<file path="src/rtl/pid_pkg.sv">
// pid_pkg: state encodings and magnitude helpers shared by the PID output path.
// The BRAKE state label exists only when PWM_BRAKE_EN is defined.
package pid_pkg;

  localparam logic [2:0] COAST = 3'd0;
  localparam logic [2:0] FWD   = 3'd1;
  localparam logic [2:0] REV   = 3'd2;
  localparam logic [2:0] DEAD  = 3'd3;
  localparam logic [2:0] BRAKE = 3'd4;

  typedef enum logic [2:0] {
    ST_COAST = COAST,
    ST_FWD   = FWD,
    ST_REV   = REV,
    ST_DEAD  = DEAD
`ifdef PWM_BRAKE_EN
    , ST_BRAKE = BRAKE
`endif
  } pwm_state_t;

  function automatic int mag_w(input int ow);
    return ow - 1;
  endfunction

  // |v| clipped to 2^n-1, so the most negative word maps to full scale
  function automatic logic [31:0] sat_abs(
    input logic signed [31:0] v,
    input int                 n
  );
    logic signed [31:0] lim;
    lim = 32'sd1 <<< n;
    if (v < 0) begin
      if (-v >= lim) return 32'(lim - 1);
      return 32'(-v);
    end
    return 32'(v);
  endfunction

endpackage

</file>
<file path="src/rtl/pwm_dead_timer_v.sv">
// pwm_dead_timer_v: loadable down-counter that flags completion at zero.
// It stops at zero so a stale load can never wrap into a long dead band.
module pwm_dead_timer_v #(
  parameter int w = 11
) (
  input  logic         clk,
  input  logic         reset,
  input  logic         load,
  input  logic [w-1:0] val,
  input  logic         dec,
  output logic         done
);

  logic [w-1:0] dtc;

  always_ff @(posedge clk or posedge reset) begin
    if (reset) begin
      dtc <= '0;
    end else if (load) begin
      dtc <= val;
    end else if (dec && dtc != '0) begin
      dtc <= dtc - 1'b1;
    end
  end

  assign done = (dtc == '0);

endmodule

</file>
<file path="src/rtl/pwm_hbridge_v.sv">
// pwm_hbridge_v: edge-aligned H-bridge PWM with per-period latch and dead time.
// Define PWM_BRAKE_EN to turn zero magnitude into a both-legs-high brake.
module pwm_hbridge_v
  import pid_pkg::*;
#(
  parameter int ow = 12,
  parameter int dt = 16
) (
  input  logic                 clk,
  input  logic                 reset,
  input  logic                 en,
  input  logic signed [ow-1:0] m_k,
  output logic                 pwm_a,
  output logic                 pwm_b,
  output logic                 period_strobe,
  output logic                 dir
);

  localparam int N = mag_w(ow);
  localparam logic [N-1:0] DT_LOAD = N'(dt - 1);

`ifdef PWM_BRAKE_EN
  localparam pwm_state_t IDLE = ST_BRAKE;
`else
  localparam pwm_state_t IDLE = ST_COAST;
`endif

  logic [N-1:0]       cnt;
  logic [N-1:0]       duty_q;
  logic [N-1:0]       mag;
  logic               dir_q;
  logic               sign;
  logic               latch;
  logic               zero;
  logic               flip;
  logic               hit;
  logic               brk;
  logic               done;
  logic signed [31:0] mk_ext;
  pwm_state_t         state;

  assign mk_ext = 32'(m_k);
  assign mag    = N'(sat_abs(mk_ext, N));
  assign sign   = m_k[ow-1];
  assign latch  = (cnt == '1);
  assign zero   = (mag == '0);
  assign hit    = (cnt < duty_q);

  // reversal only counts when a leg is actually being driven
  assign flip = !zero &&
                ((state == ST_FWD && sign) ||
                 (state == ST_REV && !sign));

`ifdef PWM_BRAKE_EN
  assign brk = (state == ST_BRAKE);
`else
  assign brk = 1'b0;
`endif

  pwm_dead_timer_v #(
    .w(N)
  ) u_dead (
    .clk  (clk),
    .reset(reset),
    .load (latch && flip),
    .val  (DT_LOAD),
    .dec  (state == ST_DEAD),
    .done (done)
  );

  always_ff @(posedge clk or posedge reset) begin
    if (reset) begin
      cnt           <= '0;
      duty_q        <= '0;
      dir_q         <= 1'b0;
      state         <= ST_COAST;
      pwm_a         <= 1'b0;
      pwm_b         <= 1'b0;
      period_strobe <= 1'b0;
      dir           <= 1'b0;
    end else begin
      cnt           <= cnt + 1'b1;
      period_strobe <= latch;
      pwm_a <= en && ((state == ST_FWD && hit) || brk);
      pwm_b <= en && ((state == ST_REV && hit) || brk);
      if (latch) begin
        duty_q <= mag;
        dir_q  <= sign;
        unique case (1'b1)
          zero: state <= IDLE;
          flip: state <= ST_DEAD;
          default: begin
            state <= sign ? ST_REV : ST_FWD;
            dir   <= sign;
          end
        endcase
      end else if (state == ST_DEAD && done) begin
        state <= dir_q ? ST_REV : ST_FWD;
        dir   <= dir_q;
      end
    end
  end

endmodule

</file>
<file path="config.mk">
export PLATFORM = sky130hd
export DESIGN_NAME = pwm_hbridge_v
export DESIGN_NICKNAME = d
export VERILOG_FILES = /design/src/rtl/pid_pkg.sv /design/src/rtl/pwm_dead_timer_v.sv /design/src/rtl/pwm_hbridge_v.sv
export SDC_FILE = /design/constraint.sdc
export NUM_CORES = 1
export LEC_CHECK = 0
export CAP_MARGIN = 20
export CORE_ASPECT_RATIO = 0.8
export CORE_MARGIN = 3
export CORE_UTILIZATION = 55
export DETAILED_ROUTE_END_ITERATION = 16
export HOLD_SLACK_MARGIN = 0.05
export PLACE_DENSITY_LB_ADDON = 0.05
export SLEW_MARGIN = 40
export SYNTH_ARGS = -nofsm -noshare
export SYNTH_HDL_FRONTEND = slang
export SYNTH_HIERARCHICAL = 1
export SYNTH_SLANG_ARGS = --single-unit
</file>
<file path="constraint.sdc">
create_clock -name clk -period 2.6 [get_ports clk]
set_input_delay 0.26 -clock clk [delete_from_list [all_inputs] [get_ports clk]]
set_output_delay 0.26 -clock clk [all_outputs]
set_load 0.05 [all_outputs]
</file>
Word-level counts from Yosys, hierarchy flattened --
Cells that the tools add are included.
Storage, ports and cells: output and inout bits 4, flip-flop bits (word level) 41, logic and storage cells 57, input bits 15
Operators by class: add/subtract/negate cells 3, multiplexer cells 17, order comparisons 3, equality and inequality tests 5, reduce and logical (&&, ||, !) cells 20
Operator list (number):
- 11-bit 2-to-1 mux | 6
- 32-bit by 13-bit >= comparator with 1-bit output (second input constant) | 1
- 12-bit negator with 32-bit output | 1
- 11-bit zero test | 2
- 12-bit by 1-bit less-than comparator with 1-bit output (second input constant) | 1
- 11-bit by 1-bit adder with 11-bit output (second input constant) | 1
- 11-bit == test (second input constant) | 1
- 11-bit less-than comparator | 1
- 11-bit nonzero test | 1
- 11-bit by 1-bit subtractor with 11-bit output (second input constant) | 1
- 1-bit logical AND | 10
- 3-bit by 2-bit == test with 1-bit output (second input constant) | 2
- 1-bit 2-to-1 mux | 6
- 3-bit 2-to-1 mux | 2
- 2-bit 2-to-1 mux | 2
- 2-bit case mux with 2 select lines | 1
- 2-bit nonzero test | 2
- 3-bit by 1-bit == test with 1-bit output (second input constant) | 1
- 1-bit zero test | 2
- 2-bit != test (second input constant) | 1
- 2-bit AND reduction | 1
- 2-bit OR reduction | 1
- 1-bit logical OR | 1

Longest topological paths before layout --
depth after elaboration 13, depth in mapped cells 16, mapped depth without buffers 15

Hierarchy --
The synthesis kept the hierarchy.
By module, submodules not included:
- pwm_hbridge_v | instances 1, cells an instance 214, sequential area each 725.7 um^2, area each 1960.6 um^2
- pwm_dead_timer_v | instances 1, cells an instance 79, sequential area each 275.3 um^2, area each 691.9 um^2

Least setup slack after synthesis --
Ideal clock, no wire load.
kind input to register, from input port m_k[3], to register u_dead.dtc[3], slack -0.617 ns, required time 2.465 ns, library setup time 0.135 ns, cell stages on the path 15, path buffers 4, data arrival time 3.082 ns, path through buf_6 > or4_4 > buf_6 > nor2_1 > nand2_1 > ha_1 > and4b_1 > a311oi_1 > o21bai_1 > nor4_2 > nand4_1 > and3_1 > buf_1 > clkbuf_1 > o21ai_0
On the way: longest elaborated chain between the ends 12, elaborated cells between the ends (all ways) 15, those cells by class add/sub: 1; order compare: 2; mux: 7; reduce/logical: 5
Ends and longest elaborated chain:
- start, declared | line pwm_hbridge_v.sv:12 | input logic signed [ow-1:0] m_k,
- 12-bit negator with 32-bit output | line pid_pkg.sv:34 | return 32'(-v);
- 32-bit by 13-bit >= comparator with 1-bit output | line pid_pkg.sv:33 | if (-v >= lim) return 32'(lim - 1);
- 1-bit 2-to-1 mux | line pid_pkg.sv:33
- 1-bit 2-to-1 mux | line pid_pkg.sv:32 | if (v < 0) begin
- 11-bit 2-to-1 mux | line pid_pkg.sv:34
- 11-bit 2-to-1 mux | line pid_pkg.sv:32
- 11-bit 2-to-1 mux * | line pid_pkg.sv:36 | return 32'(v);
- 11-bit zero test * | line pwm_hbridge_v.sv:46 | assign zero = (mag == '0);
- 1-bit zero test * | line pwm_hbridge_v.sv:50 | assign flip = !zero &&
- 1-bit logical AND * | line pwm_hbridge_v.sv:50
- 1-bit logical AND * | line pwm_hbridge_v.sv:65 | .load (latch && flip),
- 11-bit 2-to-1 mux or 2-bit nonzero test (tied branches)
- end signal, assigned | line pwm_dead_timer_v.sv:20 | dtc <= val;
- end signal, assigned | line pwm_dead_timer_v.sv:22 | dtc <= dtc - 1'b1;
- end, declared | line pwm_dead_timer_v.sv:14 | logic [w-1:0] dtc;
Mark *: on every way between the ends. The rest lies on a longest branch, timed or not. The select of a mux whose other input is x is not followed. A chain may end at the register's enable or synchronous reset.

Worst setup path after layout --
from input port m_k[4], to register u_dead.dtc[9]
The elaborated chain is that of the path after synthesis.

==> flow_metrics.env <==
export IMPL_outcome="finished with violations"
export IMPL_violations="setup timing"
export IMPL_synth_xor_area_share=0.0627
export IMPL_slew_headroom=0.623
export IMPL_die_y_microns=68.1
export IMPL_num_io_pins=19
export IMPL_worstMarginPinSlew_ns=0.565
export IMPL_clk_path_buf_depth=2
export IMPL_globalRouteOverflowTotal=0
export IMPL_drc_errors=0
export IMPL_comb_power_share=0.254
export IMPL_critPathKind="input pin to flip-flop"
export IMPL_rsz0062_at_grt="true"
export IMPL_cp_max_fo=6
export IMPL_p_sw_uw=507
export IMPL_hpwl_microns=4620
export IMPL_ys_flop_type="dfrtp_1"
export IMPL_wire_per_inst_microns=15.8
export IMPL_fin_ws_ns=-0.208
export IMPL_ant_nets=0
export IMPL_yosys_warnings=6
export IMPL_cts_htree_levels=2
export IMPL_wl_microns=6570
export IMPL_synth_fa_ha_area_frac=0.0849
export IMPL_endpoint_kind="flip-flop"
export IMPL_firstDrtPassIters=4
export IMPL_avgSynthCellArea_sq_um=9.05
export IMPL_numCtsBuffers=5
export IMPL_clkSinkCount=40
export IMPL_dp_cells=401
export IMPL_fin_crit_ns=2.81
export IMPL_num_nets_final=393
export IMPL_antenna_cells=0
export IMPL_power_frac_clock=0.260
export IMPL_grt_pass1_vias=2388
export IMPL_synth_compound_area_frac=0.194
export IMPL_place_gp_congestion=0.838
export IMPL_slew_violations=0
export IMPL_fmax_ghz=0.356
export IMPL_clk_pin_slew_ns=0.08
export IMPL_fin_cells=417
export IMPL_clk_insertion_delay_late_ns=0.29
export IMPL_critPathSlowestCell="or4_4"
export IMPL_powerDensity_nw_per_um2=449
export IMPL_antenna_found_initial=0
export IMPL_vias=2379
export IMPL_grt_first_pass_wirelength_microns=11200
export IMPL_worstPathCellList="buf_6 -> or4_4 -> nor2_4 -> nand2_2 -> ha_4 -> and4b_1 -> a311oi_2 -> o21bai_4 -> nor4_2 -> nand4_1 -> and3_4 -> buf_6 -> a2111oi_4 -> a221o_1"
export IMPL_internal_power_uw=1050
export IMPL_num_rows=21
export IMPL_synth_top_family_by_area="simple AND/OR/NAND/NOR gates"
export IMPL_p_seq_frac=0.486
export IMPL_min_period_over_period=1.08
export IMPL_cts_tree="built"
export IMPL_fp_dieW_microns=83.6
export IMPL_setup_violations_final=11
export IMPL_synth_simple_area_share=0.208
export IMPL_core_area_sq_um=4410
export IMPL_syn_inst=293
export IMPL_yosysSeqAreaShare=0.377
export IMPL_cts_hold_buffers=0
export IMPL_synthArstFlopShare=1.00
export IMPL_total_leakage_power_uw=0.00161
export IMPL_drive_gt1_frac=0.267
export IMPL_start_kind="input pin"
export IMPL_ys_types=58
export IMPL_syn_area_sq_um=2650
export IMPL_timing_reg2reg_setup_slack_ns=0.38
export IMPL_drtIter0Drc=130
export IMPL_layout_commonest_cell="dfrtp_1"
export IMPL_syn_to_final_growth_pct=30.6
export IMPL_cts_root_buf="clkbuf_8"
export IMPL_crit_path_max_incr_delay_ns=0.57
export IMPL_critical_path_required_ns=2.84
export IMPL_final_cell_mix="40 x dfrtp_1, 39 x buf_4, 26 x o21ai_0"
export IMPL_ys_ff_latch=40
export IMPL_initial_core_util=0.601
export IMPL_finalPower_uw=1560
export IMPL_hold_violations=0
export IMPL_peakVddDrop_mv=0.347
export IMPL_die_area_sq_um=5700
export IMPL_avgViaCountPerCell=5.71
export IMPL_portBuffers=18
export IMPL_synth_edf_count=0
export IMPL_grt_max_degree=30
export IMPL_critPathArrivalTime_ns=3.04
export IMPL_cap_viol_max_count=0
export IMPL_synth_area_mux_share=0.0113
export IMPL_cp_common_cell="buf_6"
export IMPL_switching_share=0.326
export IMPL_fin_skew_ns=0.00841
export IMPL_grt_total_usage=0.249
export IMPL_hp_class="input pin to async pin"
-- power by group through the flow --
stage	logic (uW)	registers (uW)	clock network, uW
2_1_floorplan	264	735	0
3_3_place_gp	338	762	0
3_5_place_dp	352	764	0
4_1_cts	368	753	415
5_1_grt	434	767	442
6_report	396	756	404
-- cells in the mapped netlist, types with 7 or more instances --
library cell,number,share of area
a21oi_1,10,0.019
clkbuf_1,7,0.0099
dfrtp_1,40,0.38
ha_1,18,0.085
inv_1,23,0.033
nand2_1,28,0.040
nand2b_1,10,0.024
nand3_1,10,0.019
nor2_1,12,0.017
o21ai_0,33,0.062
xnor2_1,16,0.053
-- state kept, by name, summed over array words and instances (netlist names) --
signal	flops
duty_q	11
dir_q	1
u_dead/dtc	11
cnt	11
pwm_b	1
state	2
period_strobe	1
dir	1
pwm_a	1
-- cell type report --
class                           count  area (sq um)
Inverter                           23          91.3
Multi-Input combinational cell    227          1700
Fill cell                         310           951
Tap cell                           57          71.3
Clock inverter                      2          12.5
Clock buffer                        5          68.8
Timing Repair Buffer               63           523
Sequential cell                    40          1000
-- worst max-delay path, delay by kind of cell --
| kind | cells | cell delay (ns) |
|---|---|---|
| AND/OR/NAND/NOR | 7 | 1.61 |
| AO/OA/AOI/OAI | 4 | 0.67 |
| adder cells (fa/ha/maj) | 1 | 0.26 |
| buffers and inverters | 2 | 0.22 |
-- metrics by stage --
stage / setup TNS, ns / utilization / hold WS, ns / area, sq um / worst slack [ns]
after floorplan: -2.98 / - / 0.112 / 2750 / -0.331
after global placement: -10.65 / 0.722 / 0.463 / 3190 / -0.792
after detailed placement: -14.53 / 0.722 / 0.469 / 3190 / -0.992
after CTS: -0.913 / 0.764 / 0.318 / 3370 / -0.181
after global routing: -2.28 / 0.785 / 0.341 / 3460 / -0.282
final: -1.26 / 0.785 / 0.298 / 3460 / -0.208
-- kinds of logic (layout without fill, tap and decap cells) --
logic type	after synthesis	count (layout)
fa+ha+maj	18	18
buf+inv	35	93
other cells	2	11
simple gates	99	99
mux	3	3
compound gates	77	77
xor+xnor	19	19
flops	40	40
-- worst paths after layout --
path | from | endpoint | depth (start not counted)
max | m_k[4] | u_dead/dtc[9] | 14
min | reset | u_dead/dtc[3] | 2
max reg2reg | u_dead/dtc[0] | dir | 8
min reg2reg | cnt[9] | cnt[9] | 1
max in group asynchronous | reset | cnt[4] | 3
min in group clk | m_k[6] | duty_q[6] | 5
-- routing by layer --
layer  vias to the layer above  part of all wire  track usage
met5                         -                 0            0
met4                         0             0.022       0.0944
met3                        17             0.042       0.0433
met2                        68              0.46        0.407
met1                      1121              0.47        0.336
li1                       1173                 -            -
-- repair_timing --
item                                    in CTS  in global routing
resized for setup                           50                 22
cloned                                       1                  0
buffers inserted                             5                  4
endpoints found under the setup margin      14                 14
pin swaps                                   14                 10
(Power assumes the default switching activity.)
==> variant (config.mk and constraints unchanged) <==
The option `PWM_BRAKE_EN` is turned on by a define.
--- a/src/rtl/pid_pkg.sv
+++ b/src/rtl/pid_pkg.sv
@@ -1,5 +1,7 @@
 // pid_pkg: state encodings and magnitude helpers shared by the PID output path.
 // The BRAKE state label exists only when PWM_BRAKE_EN is defined.
+`define PWM_BRAKE_EN
+
 package pid_pkg;
 
   localparam logic [2:0] COAST = 3'd0;
Function: same outputs for any inputs over 10 cycles, from zero or initial values and one cycle with reset high; that may be too few to reach the edited logic, so the function may still have changed.
==> variant against the unedited design <==
The run still ends with setup timing left; synthesized area is 2.9% higher; sequential cell count increased by 1; clock skew is 0.0050 ns higher; power decreased by 14%; first-iteration DRC count shrank 0.77%; final area about the same; setup slack lost 0.28 ns; wire length decreased by 9.7%; critical endpoint is now u_dead/dtc[5]; largest power group unchanged.
==> variant: results (changes against the unedited design) <==
Compound-Gate Fraction of Synth Area 19.0% (-0.41 points); synth top area cells dfrtp_1, ha_1, inv_1, o21ai_0, nand2_1; unique cell type count in the Yosys netlist 62 (+6.9%); Leakage Power 1.61 nW (+0.19%); DP Worst Slack -1.21 ns (-0.219 ns); Clock-cell share 2.78% (+0.44 points); Non-clk invs 28 (+22%); share of cells above drive strength 1 23.6% (-3.1 points); Final setup violation count 13 (+2); dpl hpwl 4.50 mm (-2.6%); # fillers 365 (+18%); worst reg2reg setup slack 0.28 ns (-0.10 ns); initial DRC count 129 (-0.77%); buffering overhead 14.5% (-0.64 points); crit-path max FO 5 (-1); failing checks setup timing; Non-Clock Buffer Count 61 (-3.2%); Global Route Usage Sum 21.7% (-3.1 points); clock buffer count 6 (+1); vias in the first global route 2353 (-1.5%); Seq/total area 29.6% (+0.74 points); final worst slack -0.489 ns (-0.281 ns); status finished with violations; GR Util met1 29.0% (-4.6 points); global-route wire length before repair 10.5 mm (-6.1%); reg2reg start cnt[0]; largest net degree at the start of global routing 31 (+3.3%); Post-Synth XOR/XNOR Area 7.02% (+0.74 points); synth cell count leaders dfrtp_1, inv_1, nand2_1; CP peak stage delay 0.44 ns (-0.13 ns); max_slew headroom 65.0% (+2.7 points)
[variant: stage by stage]
step	cell area [um2]	TNS, ns	cells	hold WS, ns
2_1_floorplan	2800	-12.37	309	0.112
3_3_place_gp	3290	-19.55	415	0.485
3_5_place_dp	3290	-22.29	415	0.490
4_1_cts	3430	-6.64	424	0.314
5_1_grt	3460	-6.31	425	0.337
6_report	3460	-4.65	425	0.297
[variant: worst max-delay path: cells and delay by family]
family                   cells  cell delay, ns
AO/OA/AOI/OAI                4            0.86
adder cells (fa/ha/maj)      1            0.22
buffers and inverters        3            0.44
AND/OR/NAND/NOR              6            1.49
[variant: metal layers]
layer / share of wire (%) / routed length (um)
met5: 0 / 0
met4: 1.1 / 68
met3: 3.9 / 231
met2: 47 / 2780
met1: 48 / 2860
[variant: repair_timing]
item | in CTS | in global routing
pin swaps | 15 | 12
endpoints found under the setup margin | 26 | 25
gates resized for setup | 27 | 12
setup buffers | 6 | 2
gates cloned | 0 | 0
